File: src/rtl/timekeeper_pkg.sv
// Shared time-of-day limits and widths for the 12-hour clock, its alarm and display.
// Also holds the key auto-repeat state encoding.
package timekeeper_pkg;

  localparam int HR_FIRST = 1;
  localparam int HR_LAST  = 12;
  localparam int MIN_LAST = 59;
  localparam int SEC_LAST = 59;
  localparam int HR_W     = 4;
  localparam int MIN_W    = 6;
  localparam int SEC_W    = 6;

  typedef enum logic {
    KR_IDLE = 1'b0,
    KR_HOLD = 1'b1
  } kr_state_e;

endpackage

File: src/rtl/timekeeper_key_repeat.sv
// Raw key -> 2-flop synchroniser -> IDLE/HOLD auto-repeat FSM -> registered one-cycle pulse.
// Pulses are suppressed for a press that began or continued while en was low.
module key_repeat
  import timekeeper_pkg::*;
#(
  parameter int REPEAT_CYCLES = 25_000_000
) (
  input  logic clock,
  input  logic reset,
  input  logic en,
  input  logic key,
  output logic pulse
);

  localparam int CNT_W = (REPEAT_CYCLES > 1) ? $clog2(REPEAT_CYCLES) : 1;

  logic             key_p0;
  logic             key_p1;
  kr_state_e        state;
  kr_state_e        state_nxt;
  logic [CNT_W-1:0] cnt;
  logic             fire;
  logic             muted;

  // stage p0/p1: synchroniser
  always_ff @(posedge clock) begin
    if (reset) begin
      key_p0 <= 1'b0;
      key_p1 <= 1'b0;
    end else begin
      key_p0 <= key;
      key_p1 <= key_p0;
    end
  end

  always_ff @(posedge clock) begin
    if (reset) state <= KR_IDLE;
    else       state <= state_nxt;
  end

  always_comb begin
    state_nxt = state;
    case (state)
      KR_IDLE: if (key_p1)  state_nxt = KR_HOLD;
      KR_HOLD: if (!key_p1) state_nxt = KR_IDLE;
      default:              state_nxt = KR_IDLE;
    endcase
  end

  always_comb begin
    fire = 1'b0;
    case (state)
      KR_IDLE: fire = key_p1;
      KR_HOLD: fire = key_p1 && (cnt == CNT_W'(REPEAT_CYCLES - 1));
      default: fire = 1'b0;
    endcase
  end

  // stage p2: repeat counter, mute flag and registered pulse
  always_ff @(posedge clock) begin
    if (reset) begin
      cnt   <= '0;
      muted <= 1'b0;
      pulse <= 1'b0;
    end else begin
      if (state == KR_IDLE || fire) cnt <= '0;
      else                          cnt <= cnt + CNT_W'(1);
      // a press seen while disabled stays silent until the key is released
      if (state_nxt == KR_IDLE) muted <= 1'b0;
      else if (!en)             muted <= 1'b1;
      pulse <= fire && en && !muted;
    end
  end

endmodule

File: src/rtl/timekeeper.sv
// 12-hour real-time clock: prescaled seconds with minute/hour/AM-PM rollover,
// plus a set mode where the hour/minute keys step the time.
module timekeeper
  import timekeeper_pkg::*;
#(
  parameter int TICK_DIV      = 50_000_000,
  parameter int REPEAT_CYCLES = 25_000_000
) (
  input  logic             clock,
  input  logic             reset,
  input  logic             clock_set,
  input  logic             hrKEY,
  input  logic             minKEY,
  output logic [HR_W-1:0]  clock_hr,
  output logic [MIN_W-1:0] clock_min,
  output logic [SEC_W-1:0] clock_sec,
  output logic             pm,
  output logic             sec_tick,
  output logic             min_tick
);

  localparam int PW = (TICK_DIV > 1) ? $clog2(TICK_DIV) : 1;

  logic [PW-1:0] presc;
  logic          hr_pulse;
  logic          min_pulse;
  logic          sec_wrap;
  logic          min_wrap;
  logic          min_inc;
  logic          hr_inc;

  function automatic logic [HR_W-1:0] next_hr(input logic [HR_W-1:0] hr);
    return (hr == HR_W'(HR_LAST)) ? HR_W'(HR_FIRST) : hr + HR_W'(1);
  endfunction

  function automatic logic [MIN_W-1:0] next_min(input logic [MIN_W-1:0] m);
    return (m == MIN_W'(MIN_LAST)) ? '0 : m + MIN_W'(1);
  endfunction

  function automatic logic [SEC_W-1:0] next_sec(input logic [SEC_W-1:0] s);
    return (s == SEC_W'(SEC_LAST)) ? '0 : s + SEC_W'(1);
  endfunction

  key_repeat #(.REPEAT_CYCLES(REPEAT_CYCLES)) u_hr_key (
    .clock (clock),
    .reset (reset),
    .en    (clock_set),
    .key   (hrKEY),
    .pulse (hr_pulse)
  );

  key_repeat #(.REPEAT_CYCLES(REPEAT_CYCLES)) u_min_key (
    .clock (clock),
    .reset (reset),
    .en    (clock_set),
    .key   (minKEY),
    .pulse (min_pulse)
  );

  // gating on clock_set also discards a tick that lands on set-mode entry
  assign sec_tick = !reset && !clock_set && (presc == PW'(TICK_DIV - 1));
  assign sec_wrap = (clock_sec == SEC_W'(SEC_LAST));
  assign min_wrap = (clock_min == MIN_W'(MIN_LAST));
  assign min_tick = sec_tick && sec_wrap;

  // set-mode minute steps never carry into the hour
  assign min_inc = min_tick || (clock_set && min_pulse);
  assign hr_inc  = (min_tick && min_wrap) || (clock_set && hr_pulse);

  always_ff @(posedge clock) begin
    if (reset) begin
      presc     <= '0;
      clock_sec <= '0;
      clock_min <= '0;
      clock_hr  <= HR_W'(HR_LAST);
      pm        <= 1'b0;
    end else begin
      if (clock_set || presc == PW'(TICK_DIV - 1)) presc <= '0;
      else                                         presc <= presc + PW'(1);
      if (clock_set)     clock_sec <= '0;
      else if (sec_tick) clock_sec <= next_sec(clock_sec);
      if (min_inc) clock_min <= next_min(clock_min);
      if (hr_inc) begin
        clock_hr <= next_hr(clock_hr);
        if (clock_hr == HR_W'(HR_LAST - 1)) pm <= !pm;
      end
    end
  end

endmodule

File: config.mk
export PLATFORM = sky130hd
export DESIGN_NAME = timekeeper
export DESIGN_NICKNAME = d
export VERILOG_FILES = /design/src/rtl/timekeeper_pkg.sv /design/src/rtl/timekeeper_key_repeat.sv /design/src/rtl/timekeeper.sv
export SDC_FILE = /design/constraint.sdc
export NUM_CORES = 1
export LEC_CHECK = 0
export CORE_UTILIZATION = 54
export CTS_CLUSTER_SIZE = 8
export DETAILED_ROUTE_END_ITERATION = 10
export PLACE_DENSITY = 0.76
export SYNTH_ARGS = -nofsm -noshare
export SYNTH_HDL_FRONTEND = slang
export SYNTH_SLANG_ARGS = --single-unit
File: constraint.sdc
create_clock -name clock -period 3.1 [get_ports clock]
set_clock_uncertainty 0.05 [all_clocks]
set_input_delay 0.93 -clock clock [delete_from_list [all_inputs] [get_ports clock]]
set_output_delay 0.93 -clock clock [all_outputs]
set_load 0.005 [all_outputs]
==> results of run 1 <==
==> layout make-up <==
cell class                      instances  share of cell area
Timing Repair Buffer                   43              0.0688
Inverter                               15              0.0105
Sequential cell                       103               0.386
Tap cell                              105              0.0246
Clock buffer                           10              0.0258
Clock inverter                          6              0.0169
Multi-Input combinational cell        396               0.467
==> registers in the layout, indices dropped and copies added, names as in the netlist, 4 cells and up <==
name           count
presc             26
u_hr_key.cnt      25
u_min_key.cnt     25
clock_min          6
clock_sec          6
clock_hr           4
==> power by group through the flow <==
stage / logic (W) / clock network, W / registers [W]
finish: 0.0000451 / 0.000934 / 0.00134
global route: 0.0000513 / 0.00101 / 0.00134
CTS: 0.0000456 / 0.000964 / 0.00134
detailed placement: 0.0000454 / 0 / 0.00137
global placement: 0.0000438 / 0 / 0.00137
floorplan: 0.0000281 / 0 / 0.00136
==> worst max-delay path by stage <==
stage / cells after the start / end / from / slack (ns)
2_1_floorplan: 6 / min_tick / clock_set / 0.12
3_3_place_gp: 5 / min_tick / clock_set / -0.52
3_5_place_dp: 5 / min_tick / clock_set / -0.53
4_1_cts: 6 / min_tick / presc[0] / 0.06
5_1_grt: 5 / min_tick / presc[16] / -0.004
6_report: 5 / sec_tick / presc[16] / 0.1
==> layout by cell type (no fill, tap or decap), drive strengths merged, types with 4 or more instances in the layout <==
cell type / count
o31ai: 4
nand4: 24
nor2b: 8
nand3: 38
and2: 7
nor4: 16
nor3: 13
and4: 8
or3: 6
inv: 17
and3: 18
xnor2: 29
ha: 7
nor2: 96
o21ai: 6
clkbuf: 10
nand2: 20
buf: 22
clkdlybuf4s50: 19
or4: 4
xor2: 45
a21oi: 6
dfxtp: 103
==> what timing repair did <==
action | 4_1_cts | 5_1_grt
pin swaps | 4 | 0
endpoints found under the setup margin | 2 | 2
endpoints found under the hold margin | 0 | 0
setup buffers | 1 | 0
cloned | 0 | 0
gates resized for setup | 10 | 3
==> logic make-up (layout without fill, tap and decap cells) <==
| family | Yosys count | in the layout | share of synthesized area |
|---|---|---|---|
| flip-flops | 103 | 103 | 0.439 |
| buffers and inverters | 34 | 74 | 0.0319 |
| XOR/XNOR | 74 | 74 | 0.138 |
| AO/OA/AOI/OAI | 37 | 37 | 0.0580 |
| adder cells (fa/ha/maj) | 7 | 7 | 0.0186 |
| multiplexers | 2 | 2 | 0.00452 |
| AND/OR/NAND/NOR | 276 | 276 | 0.310 |
==> metrics by stage <==
stage / setup TNS [ns] / total power, W / hold slack, ns
after floorplan: 0 / 0.00139 / 0.364
after global placement: -1.04 / 0.00141 / 0.372
after detailed placement: -1.24 / 0.00141 / 0.377
after CTS: 0 / 0.00235 / 0.403
after global routing: -0.00367 / 0.00240 / 0.425
final: 0 / 0.00232 / 0.397
==> per-layer routing <==
| layer | vias up | routed length [um] | global-route usage |
|---|---|---|---|
| met2 | 60 | 4220 | 0.349 |
| met4 | 0 | 49 | 0.0530 |
| met1 | 1768 | 4380 | 0.270 |
| li1 | 1935 | - | - |
| met5 | - | 0 | 0 |
| met3 | 2 | 336 | 0.0542 |
==> results.json, run 1 <==
{
  "outcome": "finished clean",
  "fin_util": 0.641,
  "coreArea_um2": 8340,
  "synthTopCellsByCount": "dfxtp_1 (103), nor2_1 (96), xor2_1 (45), nand3_1 (38), xnor2_1 (29)",
  "worstPathMaxFanout": 3,
  "cts_sinks": 103,
  "end_kind": "output pin",
  "drv_slew": 0,
  "antenna_left": 0,
  "clk_transition_reported_paths_ns": 0.10,
  "cts_buffers": 9,
  "grt_pass1_vias": 3382,
  "row_count": 33,
  "slowest_delay_ns": 0.49,
  "clk_latency_ns": 0.36,
  "drive_gt1_frac": 0.0942,
  "yosys.area.top_type": "dfxtp_1",
  "ys_types": 54,
  "syn2layout_area_growth_pct": 13.7,
  "wl_per_cell_um": 13.3,
  "synthFlopType": "dfxtp_1",
  "pwr-share-seq": 0.577,
  "setup_violations": 0,
  "multi_input_area_um2": 2500,
  "ir_worst_vdd_mv": 0.319,
  "timing_worst_setup_path_type": "reg2out",
  "cts_root_buffer": "clkbuf_8",
  "yosys.area.top_type_share": 0.439,
  "powerDensity_nw_per_um2": 433,
  "worstPathCellList": "or4_1, or3_1, or3_4, nor2_1, buf_2",
  "reg2reg_from": "clock_sec[0]",
  "drt-vias-per-instance": 5.55,
  "dp_hpwl_mm": 6.10,
  "grtUsageTotal": 0.210,
  "grt.overflow.total": 0,
  "place_inst": 661,
  "cp_data_required_time_ns": 2.12,
  "routed-via-count": 3765,
  "hp-start": "u_hr_key.key_p0",
  "cts_hold_buffers": 0,
  "grt_max_degree": 26,
  "cp.arrival_ns": 2.02,
  "worst_slew_pin_slew_ns": 0.949,
  "synth_cells": 533,
  "rsz0062_at_grt": "yes",
  "synth-async-reset-ratio": 0,
  "rr_endpoint": "clock_min[5]",
  "clockPowerShare": 0.404,
  "synth_area_um2": 4700,
  "min_path_cells": 1,
  "relSlewSlack": 0.361,
  "synthesis.nets": 545,
  "tritoncts": "built",
  "ys_ff_latch": 103,
  "dieHeight_um": 95.3,
  "totalWireLength_mm": 8.99,
  "fin_nets": 580,
  "place_ws_ns": -0.533,
  "gp_congestion": 0.853,
  "port_buffers": 23,
  "finalHoldViolCount": 0,
  "cts_max_level": 3,
  "startpoint_type": "flop",
  "yosysWarnings": 0,
  "clk_path_buf_depth": 2,
  "drtIter0Drc": 124,
  "diodes": 0,
  "yosysMostFrequentCell": "dfxtp_1",
  "switchingPower_w": 0.000484,
  "seqCellArea_um2": 2060,
  "crit_buf_inv": 1,
  "ff2ff_path_depth": 7,
  "start_util": 0.564,
  "period_minus_slack_ns": 3.00,
  "io_pins": 24,
  "final_area_um2": 5340,
  "p_comb_frac": 0.019,
  "rrSetupSlack_ns": 0.66,
  "slowest_stage": "or4_1",
  "antenna_found_initial": 0,
  "synth_edf_count": 0,
  "cap_viol_max_count": 0,
  "avgSynthCellArea_um2": 8.82,
  "final_cells": 678,
  "hold_path_end": "u_hr_key.key_p1",
  "fillers": 719,
  "grt_pass1_wl_mm": 15.2,
  "drt_first_pass_iters": 4,
  "die_w_um": 95.3,
  "p_leak_nw": 1.78,
  "hp-class": "reg2reg",
  "fin_ws_ns": 0.0978,
  "period_share": 0.968,
  "synth-seq-area-share": 0.439,
  "max_freq_mhz": 333,
  "netlist_top_cells_area": "dfxtp_1 (44%), xor2_1 (8.4%), nor2_1 (7.7%)",
  "p_int_w": 0.00183,
  "crit_family": "simple AND/OR/NAND/NOR gates",
  "die-area_um2": 9080,
  "switching_share": 0.209,
  "route.detailed.drc": 0,
  "postPlaceCellArea_um2": 5110
}
Note: power is estimated with default switching activity, not from simulation.
==> inputs of run 2 (changes only) <==
CORE_UTILIZATION = 55   (was 54)
DONT_BUFFER_PORTS = 1   (was not set)
PLACE_DENSITY = 0.73   (was 0.76)
SETUP_SLACK_MARGIN = 0.05   (was not set)
==> run 2 against run 1 <==
Effect of this change:
- flip-flop and latch count stayed put
- largest cell class unchanged
- total power is 1.2% lower
- largest power group unchanged
- via count fell by 4.2%
- highest routed layer unchanged
==> results.json, run 2 (synthesis gave the netlist of run 1 again) <==
{
  "syn2layout_area_growth_pct": 7.35,
  "die_w_um": 94.5,
  "grtUsageTotal": 0.203,
  "relSlewSlack": 0.379,
  "finalHoldViolCount": 0,
  "layout_common_cells": "dfxtp_1 (101), nor2_1 (94), xor2_1 (45)",
  "clk_transition_reported_paths_ns": 0.09,
  "cp_data_required_time_ns": 2.12,
  "worst_slew_pin_slew_ns": 0.923,
  "clk_path_buf_depth": 2,
  "io_pins": 24,
  "grt_pass1_wl_mm": 14.6,
  "fin_nets": 546,
  "totalWireLength_mm": 8.51,
  "cp.arrival_ns": 2.02,
  "routed-via-count": 3608,
  "ir_worst_vdd_mv": 0.284,
  "dp_hpwl_mm": 5.86,
  "drtIter0Drc": 119,
  "row_count": 33,
  "cts_max_level": 3,
  "startpoint_type": "flop",
  "cap_viol_max_count": 0,
  "end_kind": "output pin",
  "outcome": "finished clean",
  "clk_latency_ns": 0.36,
  "period_minus_slack_ns": 3.00,
  "largest_reg_flops": 26,
  "die-area_um2": 8920,
  "hp-class": "reg2reg",
  "powerDensity_nw_per_um2": 453,
  "place_ws_ns": 0.364,
  "gp_congestion": 0.834,
  "antenna_left": 0,
  "largest_register": "presc",
  "cts_root_buffer": "clkbuf_8",
  "antenna_found_initial": 1,
  "max_freq_mhz": 333,
  "grt_max_degree": 26,
  "wl_per_cell_um": 13.2,
  "worstPathMaxFanout": 5,
  "finalPower_w": 0.00229,
  "timing_worst_setup_path_type": "reg2out",
  "port_buffers": 0,
  "largestRegisters": "presc: 26 flops, u_hr_key.cnt: 25 flops, u_min_key.cnt: 25 flops",
  "fin_util": 0.611,
  "drt_first_pass_iters": 4,
  "tritoncts": "built",
  "dieHeight_um": 94.5,
  "drv_slew": 0,
  "start_util": 0.569,
  "drt-vias-per-instance": 5.60,
  "drive_gt1_frac": 0.0743,
  "fin_ws_ns": 0.100,
  "fin_hold_ws_ns": 0.405,
  "grt_pass1_vias": 3368,
  "grt.overflow.total": 0,
  "cts_sinks": 103,
  "rsz0062_at_grt": "yes",
  "p_leak_nw": 1.63,
  "route.detailed.drc": 0,
  "cts_buffers": 9,
  "final_common_cell": "dfxtp_1",
  "post_cts_buffers": 0,
  "period_share": 0.968,
  "coreArea_um2": 8260,
  "setup_tns_ns": 0,
  "setup_violations": 0
}
-- run 2: cell count changes in the layout (fill, tap and decap cells not counted), sizes merged --
cell / previous run / this run
clkdlybuf4s50: 19 / 0
buf: 22 / 9
dlygate4sd2: 2 / 0
clkbuf: 10 / 11
clkinv: 1 / 0
diode: 0 / 1
inv: 17 / 16
-- run 2: final timing paths --
kind / slack, ns / from / cells past startpoint / endpoint
worst max register to register: 0.75 / presc[0] / 7 / clock_sec[0]
worst min-delay path: 0.41 / u_min_key.key_p0 / 1 / u_min_key.key_p1
worst min register to register: 0.41 / u_min_key.key_p0 / 1 / u_min_key.key_p1
worst max-delay path: 0.10 / presc[16] / 4 / min_tick
-- run 2: where the power goes --
group	switching (W)	internal, W
registers	0.00000660	0.00133
logic	0.0000170	0.0000113
clock network	0.000445	0.000479
-- run 2: final cells by class --
type / instances / area, um2
antenna: 1 / 2.50
clock buffer: 11 / 141
clock inverter: 4 / 78.8
fill: 737 / 3210
inverter: 15 / 56.3
multi-input combinational: 396 / 2500
sequential: 103 / 2060
tap: 105 / 131
timing repair buffer: 9 / 67.6
-- run 2: critical path, cell delays in order, from the launching register on --
cell and delay [ns]:
dfxtp_2 0.35, or4_1 0.52, or3_1 0.31, or3_4 0.37, nor2_4 0.12
-- run 2: repair_timing --
| action | CTS | global route |
|---|---|---|
| pin swaps | 1 | 0 |
| hold buffers | 0 | 0 |
| gates resized for setup | 6 | 0 |
| endpoints found under the setup margin | 2 | 2 |
-- run 2: per-layer routing --
layer / wire (um) / GRT usage / up-vias
met5: 0 / 0 / -
met4: 49 / 0.0543 / 0
met3: 356 / 0.0548 / 4
met2: 3940 / 0.354 / 49
met1: 4160 / 0.246 / 1689
li1: - / - / 1866
-- run 2: stage by stage --
stage	instance area (um2)	std cells
after floorplan	4700	533
after global placement	4810	628
after detailed placement	4810	628
after CTS	5040	643
after global routing	5040	643
final	5050	644
==> inputs of run 3 (changes only) <==
MAX_ROUTING_LAYER = met4   (was not set)
==> run 3 against run 2 <==
Effect of this change:
- worst hold slack about the same
- final cell count unchanged
- critical path depth unchanged
- worst setup slack improved by 0.0018 ns
- flip-flop and latch count unchanged
- combinational power about the same
- design area unchanged
- routed wire length about the same
- via count increased by 0.22%
- largest power group unchanged
==> results.json, run 3 (synthesis gave the netlist of run 1 again) <==
{
  "fillers": 737,
  "cp.arrival_ns": 2.02,
  "totalWireLength_mm": 8.51,
  "startpoint_type": "flop",
  "hold_path_end": "u_min_key.key_p1",
  "clockPowerShare": 0.404,
  "antenna_left": 0,
  "max_freq_mhz": 334,
  "grt_pass1_vias": 3367,
  "cts_max_level": 3,
  "finalPower_w": 0.00229,
  "worstPathMaxFanout": 5,
  "routed-via-count": 3616,
  "io_pins": 24,
  "grt.overflow.total": 0,
  "cts_buffers": 9,
  "switchingPower_w": 0.000468,
  "coreArea_um2": 8260,
  "syn2layout_area_growth_pct": 7.35,
  "p_comb_frac": 0.012,
  "rr_endpoint": "clock_sec[0]",
  "dieHeight_um": 94.5,
  "final_area_um2": 5050,
  "period_minus_slack_ns": 3.00,
  "drv_slew": 0,
  "hp-start": "u_min_key.key_p0",
  "grt_pass1_wl_mm": 14.6,
  "grt_max_degree": 26,
  "min_path_cells": 1,
  "hp-class": "reg2reg",
  "layout_common_cells": "dfxtp_1 (101), nor2_1 (94), xor2_1 (45)",
  "ff2ff_path_depth": 7,
  "setup_violations": 0,
  "drt_first_pass_iters": 4,
  "p_leak_nw": 1.63,
  "cap_viol_max_count": 0,
  "p_int_w": 0.00182,
  "worst_slew_pin_slew_ns": 0.904,
  "largest_register": "presc",
  "rrSetupSlack_ns": 0.74,
  "relSlewSlack": 0.391,
  "reg2reg_from": "presc[0]",
  "largestRegisters": "presc: 26 flops, u_hr_key.cnt: 25 flops, u_min_key.cnt: 25 flops",
  "antenna_found_initial": 1,
  "end_kind": "output pin",
  "route.detailed.drc": 0,
  "tritoncts": "built",
  "outcome": "finished clean",
  "start_util": 0.569,
  "clk_transition_reported_paths_ns": 0.09,
  "timing_worst_setup_path_type": "reg2out",
  "die-area_um2": 8920,
  "powerDensity_nw_per_um2": 453,
  "port_buffers": 0,
  "postPlaceCellArea_um2": 4810,
  "cp_data_required_time_ns": 2.12,
  "final_common_cell": "dfxtp_1",
  "die_w_um": 94.5,
  "row_count": 33,
  "pwr-share-seq": 0.584,
  "rsz0062_at_grt": "yes",
  "wl_per_cell_um": 13.2,
  "clk_latency_ns": 0.36,
  "cts_sinks": 103,
  "drtIter0Drc": 116,
  "grtUsageTotal": 0.209,
  "ir_worst_vdd_mv": 0.284,
  "drt-vias-per-instance": 5.61,
  "cts_root_buffer": "clkbuf_8",
  "finalHoldViolCount": 0,
  "clk_path_buf_depth": 2,
  "largest_reg_flops": 26,
  "switching_share": 0.205,
  "drive_gt1_frac": 0.0743,
  "period_share": 0.967,
  "setup_tns_ns": 0,
  "gp_congestion": 0.847,
  "fin_nets": 546,
  "dp_hpwl_mm": 5.86
}
==> run 3: layer usage <==
layer  GRT usage  wire length, um  vias to the layer above
li1            -                -                     1867
met3      0.0548              359                        5
met5           -                0                        -
met4      0.0543               51                        0
met1       0.246             4120                     1692
met2       0.354             3980                       52
==> run 3: worst max path at each step <==
| stage | slack (ns) | depth (start not counted) | to | from |
|---|---|---|---|---|
| after floorplan | 0.12 | 6 | min_tick | clock_set |
| after global placement | 0.38 | 3 | min_tick | clock_set |
| after detailed placement | 0.36 | 4 | min_tick | presc[16] |
| after CTS | 0.07 | 4 | sec_tick | presc[16] |
| after global routing | 0.02 | 4 | sec_tick | presc[16] |
| final | 0.10 | 4 | min_tick | presc[16] |
==> run 3: through the flow <==
step,util,setup WS (ns),std cells,hold WS [ns]
global route,0.611,0.0223,644,0.420
CTS,0.611,0.0652,643,0.410
floorplan,-,0.117,533,0.364
detailed placement,0.582,0.364,628,0.391
global placement,0.582,0.377,628,0.374
finish,0.611,0.102,644,0.405
==> run 3: final cells by class <==
class / instances / area (um2) / area share
Inverter: 15 / 56.3 / 0.0112
Clock buffer: 11 / 141 / 0.0280
Timing Repair Buffer: 9 / 67.6 / 0.0134
Multi-Input combinational cell: 396 / 2500 / 0.496
Tap cell: 105 / 131 / 0.0260
Antenna cell: 1 / 2.50 / 0.000496
Clock inverter: 4 / 78.8 / 0.0156
Sequential cell: 103 / 2060 / 0.409
==> run 3: power groups by stage <==
stage / Sequential (W) / Clock (W) / Combinational, W
finish: 0.00134 / 0.000924 / 0.0000283
global route: 0.00134 / 0.00101 / 0.0000322
CTS: 0.00134 / 0.000957 / 0.0000288
detailed placement: 0.00137 / 0 / 0.0000284
global placement: 0.00137 / 0 / 0.0000276
floorplan: 0.00136 / 0 / 0.0000281
==> run 3: what timing repair did <==
item / in CTS / in global routing
setup endpoints to repair: 2 / 2
gates resized for setup: 6 / 0
hold buffers: 0 / 0
pin swaps: 1 / 0
buffers inserted: 0 / 0
==> run 3: critical path, stage by stage (launching register included) <==
cell and delay [ns]:
dfxtp_2 0.35, or4_1 0.51, or3_1 0.31, or3_4 0.37
nor2_4 0.12
